===== src/rtl/keypad_scan_pkg.sv =====
// Shared keypad definitions: key codes as seen by the digit/password decoder,
// matrix geometry and a small popcount helper.
package keypad_scan_pkg;

  localparam int NUM_ROWS = 4;
  localparam int NUM_COLS = 4;

  localparam logic [15:0] KEY_NONE = 16'h0000;

  // Bit index into the one-hot bus is {row[1:0], col[1:0]}
  localparam logic [3:0] KEY_1     = 4'd0;
  localparam logic [3:0] KEY_2     = 4'd1;
  localparam logic [3:0] KEY_3     = 4'd2;
  localparam logic [3:0] KEY_4     = 4'd4;
  localparam logic [3:0] KEY_5     = 4'd5;
  localparam logic [3:0] KEY_6     = 4'd6;
  localparam logic [3:0] KEY_7     = 4'd8;
  localparam logic [3:0] KEY_8     = 4'd9;
  localparam logic [3:0] KEY_9     = 4'd10;
  localparam logic [3:0] KEY_CLEAR = 4'd12;
  localparam logic [3:0] KEY_0     = 4'd13;
  localparam logic [3:0] KEY_ENTER = 4'd14;

  function automatic logic [4:0] popcount16(input logic [15:0] v);
    logic [4:0] c;
    c = 5'd0;
    for (int i = 0; i < 16; i++) begin
      c = c + {4'd0, v[i]};
    end
    return c;
  endfunction

endpackage


===== src/rtl/keypad_scan_sync2.sv =====
// Two-flop synchronizer for the asynchronous keypad row lines; idles high
// because the rows are pulled up.
module sync2 #(
  parameter int WIDTH = 4
) (
  input  logic             clk,
  input  logic             rst,
  input  logic [WIDTH-1:0] d,
  output logic [WIDTH-1:0] q
);

  logic [WIDTH-1:0] meta_r;
  logic [WIDTH-1:0] q_r;

  // Metastability filter stages
  always_ff @(posedge clk) begin
    if (rst) begin
      meta_r <= {WIDTH{1'b1}};
      q_r    <= {WIDTH{1'b1}};
    end else begin
      meta_r <= d;
      q_r    <= meta_r;
    end
  end

  assign q = q_r;

endmodule


===== src/rtl/keypad_scan.sv =====
// 4x4 matrix keypad scanner: column drive, row sampling into a full-matrix
// snapshot, whole-snapshot debounce and one-hot key commit.
module keypad_scan
  import keypad_scan_pkg::*;
#(
  parameter int SCAN_DIV       = 50_000,
  parameter int DEBOUNCE_SCANS = 5
) (
  input  logic        clk,
  input  logic        rst,
  input  logic [3:0]  row_in,
  output logic [3:0]  col_out,
  output logic [15:0] onehot,
  output logic        key_valid,
  output logic        key_pulse
);

  localparam int SLOT_W = $clog2(SCAN_DIV);
  localparam int CNT_W  = $clog2(DEBOUNCE_SCANS + 1);
  localparam logic [SLOT_W-1:0] SLOT_LAST = SLOT_W'(SCAN_DIV - 1);
  localparam logic [CNT_W-1:0]  CNT_MAX   = CNT_W'(DEBOUNCE_SCANS);

  logic [3:0]        row_sync_s;
  logic [SLOT_W-1:0] slot_cnt_r;
  logic [1:0]        col_r;
  logic [1:0]        col_inc_s;
  logic [3:0]        col_out_r;
  logic [15:0]       snapshot_r;
  logic [15:0]       prev_r;
  logic [CNT_W-1:0]  stable_cnt_r;
  logic [15:0]       onehot_r;
  logic              key_valid_r;
  logic              key_pulse_r;

  logic              slot_end_s;
  logic              scan_end_s;
  logic [15:0]       snap_next_s;
  logic [15:0]       prev_next_s;
  logic [CNT_W-1:0]  stable_next_s;
  logic              commit_s;
  logic [15:0]       commit_val_s;

  sync2 #(.WIDTH(4)) u_sync (
    .clk (clk),
    .rst (rst),
    .d   (row_in),
    .q   (row_sync_s)
  );

  assign slot_end_s = (slot_cnt_r == SLOT_LAST);
  assign scan_end_s = slot_end_s && (col_r == 2'd3);
  assign col_inc_s  = col_r + 2'd1;

  // Merge the current column's rows into the snapshot at the end of its slot
  always_comb begin
    snap_next_s = snapshot_r;
    if (slot_end_s) begin
      for (int r = 0; r < NUM_ROWS; r++) begin
        snap_next_s[{r[1:0], col_r}] = ~row_sync_s[r[1:0]];
      end
    end else begin
      snap_next_s = snapshot_r;
    end
  end

  // Debounce on whole scans; commit only on the transition into saturation
  always_comb begin
    prev_next_s   = prev_r;
    stable_next_s = stable_cnt_r;
    commit_s      = 1'b0;
    if (scan_end_s) begin
      if (snap_next_s != prev_r) begin
        prev_next_s   = snap_next_s;
        stable_next_s = CNT_W'(1);
      end else if (stable_cnt_r < CNT_MAX) begin
        stable_next_s = stable_cnt_r + CNT_W'(1);
        commit_s      = ((stable_cnt_r + CNT_W'(1)) == CNT_MAX);
      end else begin
        stable_next_s = stable_cnt_r;
      end
    end else begin
      commit_s = 1'b0;
    end
  end

  // Multi-press or ghosting collapses to "no key"
  assign commit_val_s = (popcount16(snap_next_s) == 5'd1) ? snap_next_s : KEY_NONE;

  // Scan counters, snapshot, debounce state and registered outputs
  always_ff @(posedge clk) begin
    if (rst) begin
      slot_cnt_r   <= '0;
      col_r        <= 2'd0;
      col_out_r    <= 4'b1110;
      snapshot_r   <= KEY_NONE;
      prev_r       <= KEY_NONE;
      stable_cnt_r <= '0;
      onehot_r     <= KEY_NONE;
      key_valid_r  <= 1'b0;
      key_pulse_r  <= 1'b0;
    end else begin
      snapshot_r   <= snap_next_s;
      prev_r       <= prev_next_s;
      stable_cnt_r <= stable_next_s;
      key_pulse_r  <= 1'b0;
      if (slot_end_s) begin
        slot_cnt_r <= '0;
        col_r      <= col_inc_s;
        col_out_r  <= ~(4'b0001 << col_inc_s);
      end else begin
        slot_cnt_r <= slot_cnt_r + SLOT_W'(1);
      end
      if (commit_s) begin
        onehot_r    <= commit_val_s;
        key_valid_r <= (commit_val_s != KEY_NONE);
        key_pulse_r <= (commit_val_s != KEY_NONE) && (commit_val_s != onehot_r);
      end
    end
  end

  assign col_out   = col_out_r;
  assign onehot    = onehot_r;
  assign key_valid = key_valid_r;
  assign key_pulse = key_pulse_r;

endmodule

===== config.mk =====
export PLATFORM = sky130hd
export DESIGN_NAME = keypad_scan
export DESIGN_NICKNAME = d
export VERILOG_FILES = /design/src/rtl/keypad_scan_pkg.sv /design/src/rtl/keypad_scan_sync2.sv /design/src/rtl/keypad_scan.sv
export SDC_FILE = /design/constraint.sdc
export NUM_CORES = 1
export LEC_CHECK = 0
export BUFFER_PORTS_ARGS = -buffer_cell sky130_fd_sc_hd__buf_4
export CAP_MARGIN = 0
export CELL_PAD_IN_SITES_DETAIL_PLACEMENT = 0
export CELL_PAD_IN_SITES_GLOBAL_PLACEMENT = 2
export CORE_MARGIN = 2
export CORE_UTILIZATION = 34
export DETAILED_ROUTE_END_ITERATION = 10
export GPL_ROUTABILITY_DRIVEN = 0
export GPL_TIMING_DRIVEN = 0
export PLACE_DENSITY = 0.82
export SLEW_MARGIN = 15
export SYNTH_ARGS = -nofsm -noshare
export SYNTH_HDL_FRONTEND = slang
export SYNTH_SLANG_ARGS = --single-unit

===== constraint.sdc =====
create_clock -name clk -period 6.4 [get_ports clk]
set_input_delay 1.28 -clock clk [delete_from_list [all_inputs] [get_ports clk]]
set_output_delay 1.28 -clock clk [all_outputs]
set_load 0.02 [all_outputs]

---- Word-level counts from Yosys, hierarchy flattened ----
Index checks and enable logic that the tools add are counted.
word-level totals
  register bits after elaboration ......... 83
  word-level logic and storage cells ...... 82
  output and inout port bits .............. 22
cells by class
  bitwise logic cells ..................... 6
  shifts and indexed selects .............. 1
  $add $sub $neg .......................... 18
  muxes and demuxes ....................... 19
  magnitude comparators ................... 9
  eq/ne operators ......................... 6
  reduce and logical (&&, ||, !) cells .... 12
operators by type and width
  kind                                                  count
  bitwise mux 16 bit                                    4
  adder 5 x 1 -> 5 bit                                  11
  2-to-1 mux 16 bit                                     2
  != test 16 bit                                        2
  adder 16 x 1 -> 16 bit (second input constant)        1
  == test 16 bit (second input constant)                1
  nonzero test 16 bit                                   1
  < comparator 4 x 5 -> 1 bit (second input constant)   2
  demux 1 bit (select 2 bit)                            4
  >= comparator 4 x 1 -> 1 bit (second input constant)  2
  2-to-1 mux 1 bit                                      7
  logical AND 1 bit                                     6
  2-to-1 mux 3 bit                                      2
  adder 4 x 1 -> 5 bit                                  1
  == test 5 x 1 -> 1 bit (second input constant)        1
  < comparator 2 x 5 -> 1 bit (second input constant)   1
  < comparator 3 x 5 -> 1 bit (second input constant)   1
  inverter 1 bit                                        5
  adder 3 x 1 -> 4 bit                                  1
  inverter 4 bit                                        1
  AND reduction 2 bit                                   2
  OR reduction 2 bit                                    2
  << shifter 1 x 2 -> 4 bit (first input constant)      1
  adder 2 x 1 -> 3 bit                                  1
  9 further kinds                                       9

---- Depth between registers and ports, before layout ----
Gate-level depths: netlist of the first run.
  depth after elaboration ................. 28
  depth in mapped cells ................... 24

---- Hierarchy ----
A second synthesis of the first run with hierarchy kept.
second synthesis, totals
  cell total of the unflattened synthesis .. 547
  area total of the unflattened synthesis .. 4737.0 µm²
by module, submodules not included
  module       sequential area each (µm²)  area each (µm²)  instances  cells an instance
  keypad_scan  1501.4                      4526.8           1          531
  sync2        160.2                       210.2            1          16

---- Least setup slack after synthesis of the first run ----
OpenSTA, ideal clock, no wires.
  path type ............................... reg-to-reg
  start point ............................. register col_r[0]
  end point ............................... register key_pulse_r (netlist: key_pulse)
  stages on the path, launching flop included .. 22
  arrival time ............................ 6.259 ns
  slack ................................... 0.015 ns
  buffers on the path ..................... 2
  required time ........................... 6.274 ns
  cell sequence ........................... dfxtp_1 ha_1 and4_1 nand4_4 mux2i_1 inv_1 fa_1 inv_1 fa_1 fa_1 inv_1 fa_1 ha_1 fa_1 or4b_2 or2_2 clkbuf_1 clkbuf_1 o21ai_0 nand4_1 nor4_1 nor3b_1
RTL lines
  item                                                                                               line                   source
  start: declaration                                                                                 keypad_scan.sv:25      logic [1:0] col_r;
  start signal: assignment                                                                           keypad_scan.sv:108     col_r <= col_inc_s;
  < comparator 3 x 5 -> 1 bit (implied by the code) or >= comparator 3 x 1 -> 1 bit (tied branches)  keypad_scan.sv:59      snap_next_s[{r[1:0], col_r}] = ~row_sync_s[r[1:0]];
  logical AND 1 bit (implied by the code)                                                            keypad_scan.sv:59
  2-to-1 mux 1 bit (implied by the code)                                                             keypad_scan.sv:59
  demux 1 bit (select 2 bit) (*)                                                                     keypad_scan.sv:59
  bitwise mux 16 bit (*) (3 in a row)                                                                keypad_scan.sv:59
  2-to-1 mux 16 bit (*)                                                                              keypad_scan.sv:57      if (slot_end_s) begin
  named net snap_next_s[5]                                                                           keypad_scan.sv:37      logic [15:0] snap_next_s;
  adder 5 x 1 -> 5 bit (11 in a row)                                                                 keypad_scan_pkg.sv:28  c = c + {4'd0, v[i]};
  == test 5 x 1 -> 1 bit                                                                             keypad_scan.sv:87      assign commit_val_s = (popcount16(snap_next_s) == 5'd1) ? snap_next_s : KEY_NONE;
  2-to-1 mux 16 bit                                                                                  keypad_scan.sv:87
  != test 16 bit or nonzero test 16 bit (tied branches)                                              keypad_scan.sv:116     key_pulse_r <= (commit_val_s != KEY_NONE) && (commit_val_s != onehot_r);
  logical AND 1 bit                                                                                  keypad_scan.sv:116
  end signal: assignment                                                                             keypad_scan.sv:116
  end: declaration                                                                                   keypad_scan.sv:33      logic key_pulse_r;
The timed path passes the listed nets; every way through them passes the cells marked *.
A chain may end at the register's enable or synchronous reset.

---- Worst setup path after layout of the first run ----
  start point ............................. register col_r[1]
  end point ............................... register key_pulse_r (netlist: key_pulse)
Same word-level chain as after synthesis.

==> results of run 1 <==
==> through the flow <==
stage | setup TNS (ns) | power (uW)
6_report | 0 | 1110
5_1_grt | 0 | 1140
4_1_cts | 0 | 1120
3_5_place_dp | -7.05 | 557
3_3_place_gp | -6.59 | 557
2_1_floorplan | 0 | 547
==> timing repair <==
| action | CTS | global route |
|---|---|---|
| pin swaps | 6 | 5 |
| resized for setup | 55 | 10 |
| buffers inserted | 13 | 11 |
| hold buffers | 0 | 0 |
| endpoints found under the setup margin | 18 | 2 |
==> sequential cells by signal, summed over array words and instances (netlist names) <==
signal / count
col_r: 2
prev_r: 16
u_sync.meta_r: 4
stable_cnt_r: 3
slot_cnt_r: 16
key_valid: 1
col_out: 4
u_sync.q: 4
snapshot_r: 16
key_pulse: 1
onehot: 16
==> final timing paths <==
path / from / endpoint / slack, ns
worst max register to register: col_r[1] / key_pulse / 0.28
worst min-delay path: u_sync.meta_r[3] / u_sync.q[3] / 0.41
worst min register to register: u_sync.meta_r[3] / u_sync.q[3] / 0.41
worst max-delay path: col_r[1] / key_pulse / 0.28
==> metal layers <==
metal,share of wire (%),GRT usage [%],wire length [um],up-vias
li1,-,-,-,1936
met1,45,24.8,6060,1942
met2,46,29.7,6130,108
met3,5.7,3.98,761,21
met4,2.8,8.12,368,0
met5,0,0,0,-
==> logic make-up (layout without fill, tap and decap cells) <==
group	Yosys count	after routing
adder cells (fa/ha/maj)	23	23
XOR/XNOR	26	26
AND/OR/NAND/NOR	206	206
buffers and inverters	55	118
flip-flops	83	83
AO/OA/AOI/OAI	69	69
multiplexers	54	54
==> power breakdown <==
part / internal (uW) / total, uW / leakage [uW] / switching, uW
Combinational: 7.77 / 24.3 / 0.00157 / 16.5
Sequential: 520 / 523 / 0.000676 / 3.30
Clock: 340 / 560 / 0.000147 / 220
==> critical path, stage by stage (launching register included) <==
cell and delay (ns):
dfxtp_2 0.36, inv_2 0.10, ha_4 0.19, and4_4 0.23
nand4_4 0.23, mux2i_4 0.25, inv_1 0.08, fa_1 0.53
inv_1 0.05, fa_1 0.45, fa_1 0.51, inv_1 0.06
fa_1 0.55, ha_2 0.19, fa_1 0.41, or4b_4 0.55
or2_4 0.25, clkbuf_4 0.19, nor2_2 0.13, nand4b_1 0.11
a31o_2 0.26, nor4_2 0.26, nor3b_1 0.08
==> cell usage after synthesis, drive strengths merged (5+ instances only) <==
cell type and number:
a21oi 13, and4 7, nor2 79, nand2 22
nand3 15, nor2b 15, dfxtp 83, mux2i 36
inv 32, o21ai 16, or2 12, buf 8
and3 12, nand4 11, xnor2 8, ha 13
mux2 18, o221ai 5, clkbuf 14, xor2 18
fa 10, nor4 6
==> area by class of cell <==
type	instances	area (sq um)	area share (%)
clock buffer	9	225	3.83
buffer	19	138	2.34
inverter	33	124	2.11
tap	176	220	3.74
clock inverter	7	92.6	1.57
timing repair buffer	50	395	6.72
multi-input combinational	378	3010	51.2
sequential	83	1680	28.5
==> reports/metrics.yaml, run 1 <==
status: "completed"
clockRootBuffer: "clkbuf_16"
synth_nets: 545
grt_overflow: 0
fin_cells: 755
antenna_found_initial: 0
area_delta_synth_final_pct: 25.1
p_per_area_nw_per_um2: 188
cts_buffers: 9
n_antenna_cell: 0
drive_above_1_share_pct: 25.6
arrival_ns: 6.35
rsz0062_at_grt: "false"
synth-seq-cells: 83
timing.final.ws_setup_ns: 0.285
hold_path_depth: 1
clk_path_buf_depth: 2
synth_top_area_cell: "dfxtp_1"
min_path_type: "register to register"
die_w_um: 122
path_clk_slew_ns: 0.06
synth_top_cell_area_share_pct: 35.3
post-route-min-period_ns: 6.12
num_vias: 4007
setup_viol: 0
drc: 0
fillCellCount: 1284
htreeDepth: 3
layout_common_cells: "nor2_1, dfxtp_1, buf_4"
synth_cells: 516
ys_top_cells_by_area: "dfxtp_1, mux2i_1, nor2_1, fa_1, ha_1"
synth-edff-count: 0
chipHeight_um: 122
reg2regPathDepth: 22
required_ns: 6.63
tritoncts: "yes"
period_share_pct: 95.5
crit_path_end_kind: "register"
whs_ns: 0.406
muxShareOfSynthArea_pct: 12.8
grt_pass1_vias: 3925
final_area_sq_um: 5880
clkLatencyLatePin_ns: 0.35
grt_use_total_pct: 18.8
p_leak_uw: 0.00239
criticalPathCategory: "register to register"
fmax_mhz: 164
syn_area_sq_um: 4700
drt-total-wl_um: 13300
skew_ns: 0.00444
place_ws_ns: -0.939
grt_pass1_wl_um: 21000
ys.warnings.count: 0
ys_async_sr_fraction_pct: 0
ant_nets: 0
syn_area_per_cell_sq_um: 9.11
ir_worst_vdd_mv: 0.123
layout.nets: 603
dp_hpwl_um: 9360
synth-seq-area-share_pct: 35.3
wl_per_cell_um: 17.6
grt_max_degree: 15
finalCoreUtilization_pct: 44.1
drtIter0Drc: 397
num_rows: 42
synth_compound_area_share_pct: 10.5
drv_cap: 0
drt_pass1_iterations: 5
max-slew-margin-rel_pct: 37.0
synth_top_family_by_area: "simple AND/OR/NAND/NOR gates"
hold_viol: 0
clkSinkCount: 83
tightestPinTransition_ns: 0.919
die-area_sq_um: 14800
coreArea_sq_um: 13300
synth_top_flop_cell: "dfxtp_1"
start_util_pct: 35.2
ioPinCount: 28
placed_area_sq_um: 5120
via_per_inst: 5.31
synthSimpleGateAreaFrac_pct: 23.8
place_inst: 718
synth_xor_xnor_area_share_pct: 4.84
path_max_fanout: 10
layout_commonest_cell: "nor2_1"
yosys.area_share.adder_pct: 7.72
yosys.cell_types.count: 68
start_kind: "register"
port_buffers: 26
slew_violations: 0
Note: power is estimated with default switching activity, not from simulation.
==> inputs of run 2 (changes only) <==
--- a/config.mk
+++ b/config.mk
@@ -14,7 +14,7 @@
 export DETAILED_ROUTE_END_ITERATION = 10
 export GPL_ROUTABILITY_DRIVEN = 0
 export GPL_TIMING_DRIVEN = 0
-export PLACE_DENSITY = 0.82
+export PLACE_DENSITY_LB_ADDON = 0.1
 export SLEW_MARGIN = 15
 export SYNTH_ARGS = -nofsm -noshare
 export SYNTH_HDL_FRONTEND = slang
==> run 2 against run 1 <==
Effect of this change: register-to-register slack about the same; via count decreased by 1.2%; sequential share of layout area increased by 0.085 points; fmax about the same; critical path depth unchanged; global-route usage increased by 2.0 points; sequential cell count unchanged; largest power group is now registers.
==> reports/metrics.yaml, run 2 (synthesized netlist as in run 1, its figures left out) <==
status: "completed"
drt-total-wl_um: 14300
cp_cell_sequence: "inv_2 -> ha_4 -> buf_4 -> o21ai_1 -> mux2_4 -> inv_1 -> fa_1 -> inv_1 -> fa_1 -> fa_1 -> inv_1 -> fa_1 -> ha_2 -> fa_1 -> or4b_4 -> or2_4 -> buf_8 -> nor3b_2 -> a221oi_1 -> a31o_2 -> nor4_4 -> nor3b_1"
required_ns: 6.64
drive_above_1_share_pct: 25.9
arrival_ns: 6.36
final_area_sq_um: 5860
post-route-min-period_ns: 6.12
p_leak_uw: 0.00238
n_antenna_cell: 0
whs_ns: 0.407
wl_per_cell_um: 18.9
tightestPinTransition_ns: 0.924
drv_cap: 0
dp_hpwl_um: 10100
die_w_um: 122
min_path_type: "register to register"
setup_viol: 0
skew_ns: 0.00851
cp_slowest_stage_delay_ns: 0.55
start_kind: "register"
multiInputGateArea_sq_um: 3040
coreArea_sq_um: 13300
drc: 0
grt_pass1_wl_um: 22900
antenna_found_initial: 0
tritoncts: "yes"
power_uw: 1050
path_max_fanout: 10
via_per_inst: 5.24
crit_path_end_kind: "register"
cpMostUsedCell: "fa_1"
drt_pass1_iterations: 4
crit_path_top_delay_cell: "fa_1"
clockRootBuffer: "clkbuf_16"
max-slew-margin-rel_pct: 36.6
slew_violations: 0
clk_path_buf_depth: 2
criticalPathCategory: "register to register"
drtIter0Drc: 221
hold_viol: 0
ir_worst_vdd_mv: 0.109
ioPinCount: 28
htreeDepth: 3
die-area_sq_um: 14800
num_vias: 3960
p_per_area_nw_per_um2: 178
fillCellCount: 1360
grt_overflow: 0
area.sequential_sq_um: 1680
layout_commonest_cell: "nor2_1"
ant_nets: 0
start_util_pct: 35.2
grt_pass1_vias: 3965
grt_max_degree: 14
area_delta_synth_final_pct: 24.8
rsz0062_at_grt: "false"
placed_area_sq_um: 5120
cts_buffers: 9
period_share_pct: 95.6
clkLatencyLatePin_ns: 0.35
path_clk_slew_ns: 0.06
fmax_mhz: 163
num_rows: 42
chipHeight_um: 122
clkSinkCount: 83
layout_common_cells: "nor2_1, dfxtp_1, buf_4"
layout.nets: 604
port_buffers: 26
grt_use_total_pct: 20.8
==> run 2: cell count changes in the layout (fill, tap and decap cells not counted), sizes merged <==
| cell | delta |
|---|---|
| buf | +3 |
| bufinv | -2 |
| clkinv | +3 |
| clkinvlp | -3 |
==> run 2: what timing repair did <==
item	in CTS	in global routing
pin swaps	7	6
buffers inserted	18	7
hold buffers	0	0
endpoints found under the setup margin	18	2
resized for setup	60	13
==> run 2: worst max-delay path: cells and delay by family (launching register included) <==
| family | cells | cell delay [ns] |
|---|---|---|
| adder cells (fa/ha/maj) | 7 | 2.74 |
| AND/OR/NAND/NOR | 5 | 1.32 |
| buffers and inverters | 6 | 0.55 |
| AO/OA/AOI/OAI | 3 | 0.75 |
| multiplexers | 1 | 0.28 |
| flip-flops | 1 | 0.39 |
==> run 2: stage by stage <==
stage / worst slack, ns / TNS (ns) / utilization [%] / instances
after global routing: 0.00866 / 0 / 43.9 / 756
after detailed placement: -1.22 / -10.56 / 38.3 / 718
after global placement: -1.15 / -9.22 / 38.3 / 718
after floorplan: 0.0153 / 0 / - / 516
after CTS: 0.00984 / 0 / 43.1 / 749
final: 0.280 / 0 / 43.9 / 756
==> run 2: path summary, 6_finish.rpt <==
| kind | start | slack [ns] | cells past startpoint | to |
|---|---|---|---|---|
| worst max register to register | col_r[1] | 0.28 | 22 | key_pulse |
| worst min register to register | u_sync.meta_r[2] | 0.41 | 1 | u_sync.q[2] |
| worst min-delay path | u_sync.meta_r[2] | 0.41 | 1 | u_sync.q[2] |
| worst max-delay path | col_r[1] | 0.28 | 22 | key_pulse |
==> run 2: metal layers <==
| metal | vias to the layer above | track usage [%] | wire (um) |
|---|---|---|---|
| met5 | - | 0 | 0 |
| met4 | 0 | 7.04 | 265 |
| met3 | 17 | 3.79 | 571 |
| met2 | 84 | 33.4 | 6630 |
| met1 | 1922 | 28.2 | 6810 |
| li1 | 1937 | - | - |
==> run 2: power breakdown <==
part | switching [uW] | leakage, uW | internal [uW] | total [uW]
clock network | 225 | 0.000139 | 272 | 497
logic | 17.0 | 0.00157 | 7.67 | 24.7
registers | 3.66 | 0.000676 | 520 | 524
==> run 2: layout make-up <==
class,count,area share [%]
clock inverters,5,0.491
plain buffers,19,2.37
well taps,176,3.76
inverters,33,2.11
clock buffers,11,4.14
repair buffers,51,6.81
flip-flops and latches,83,28.6
multi-input cells,378,51.8
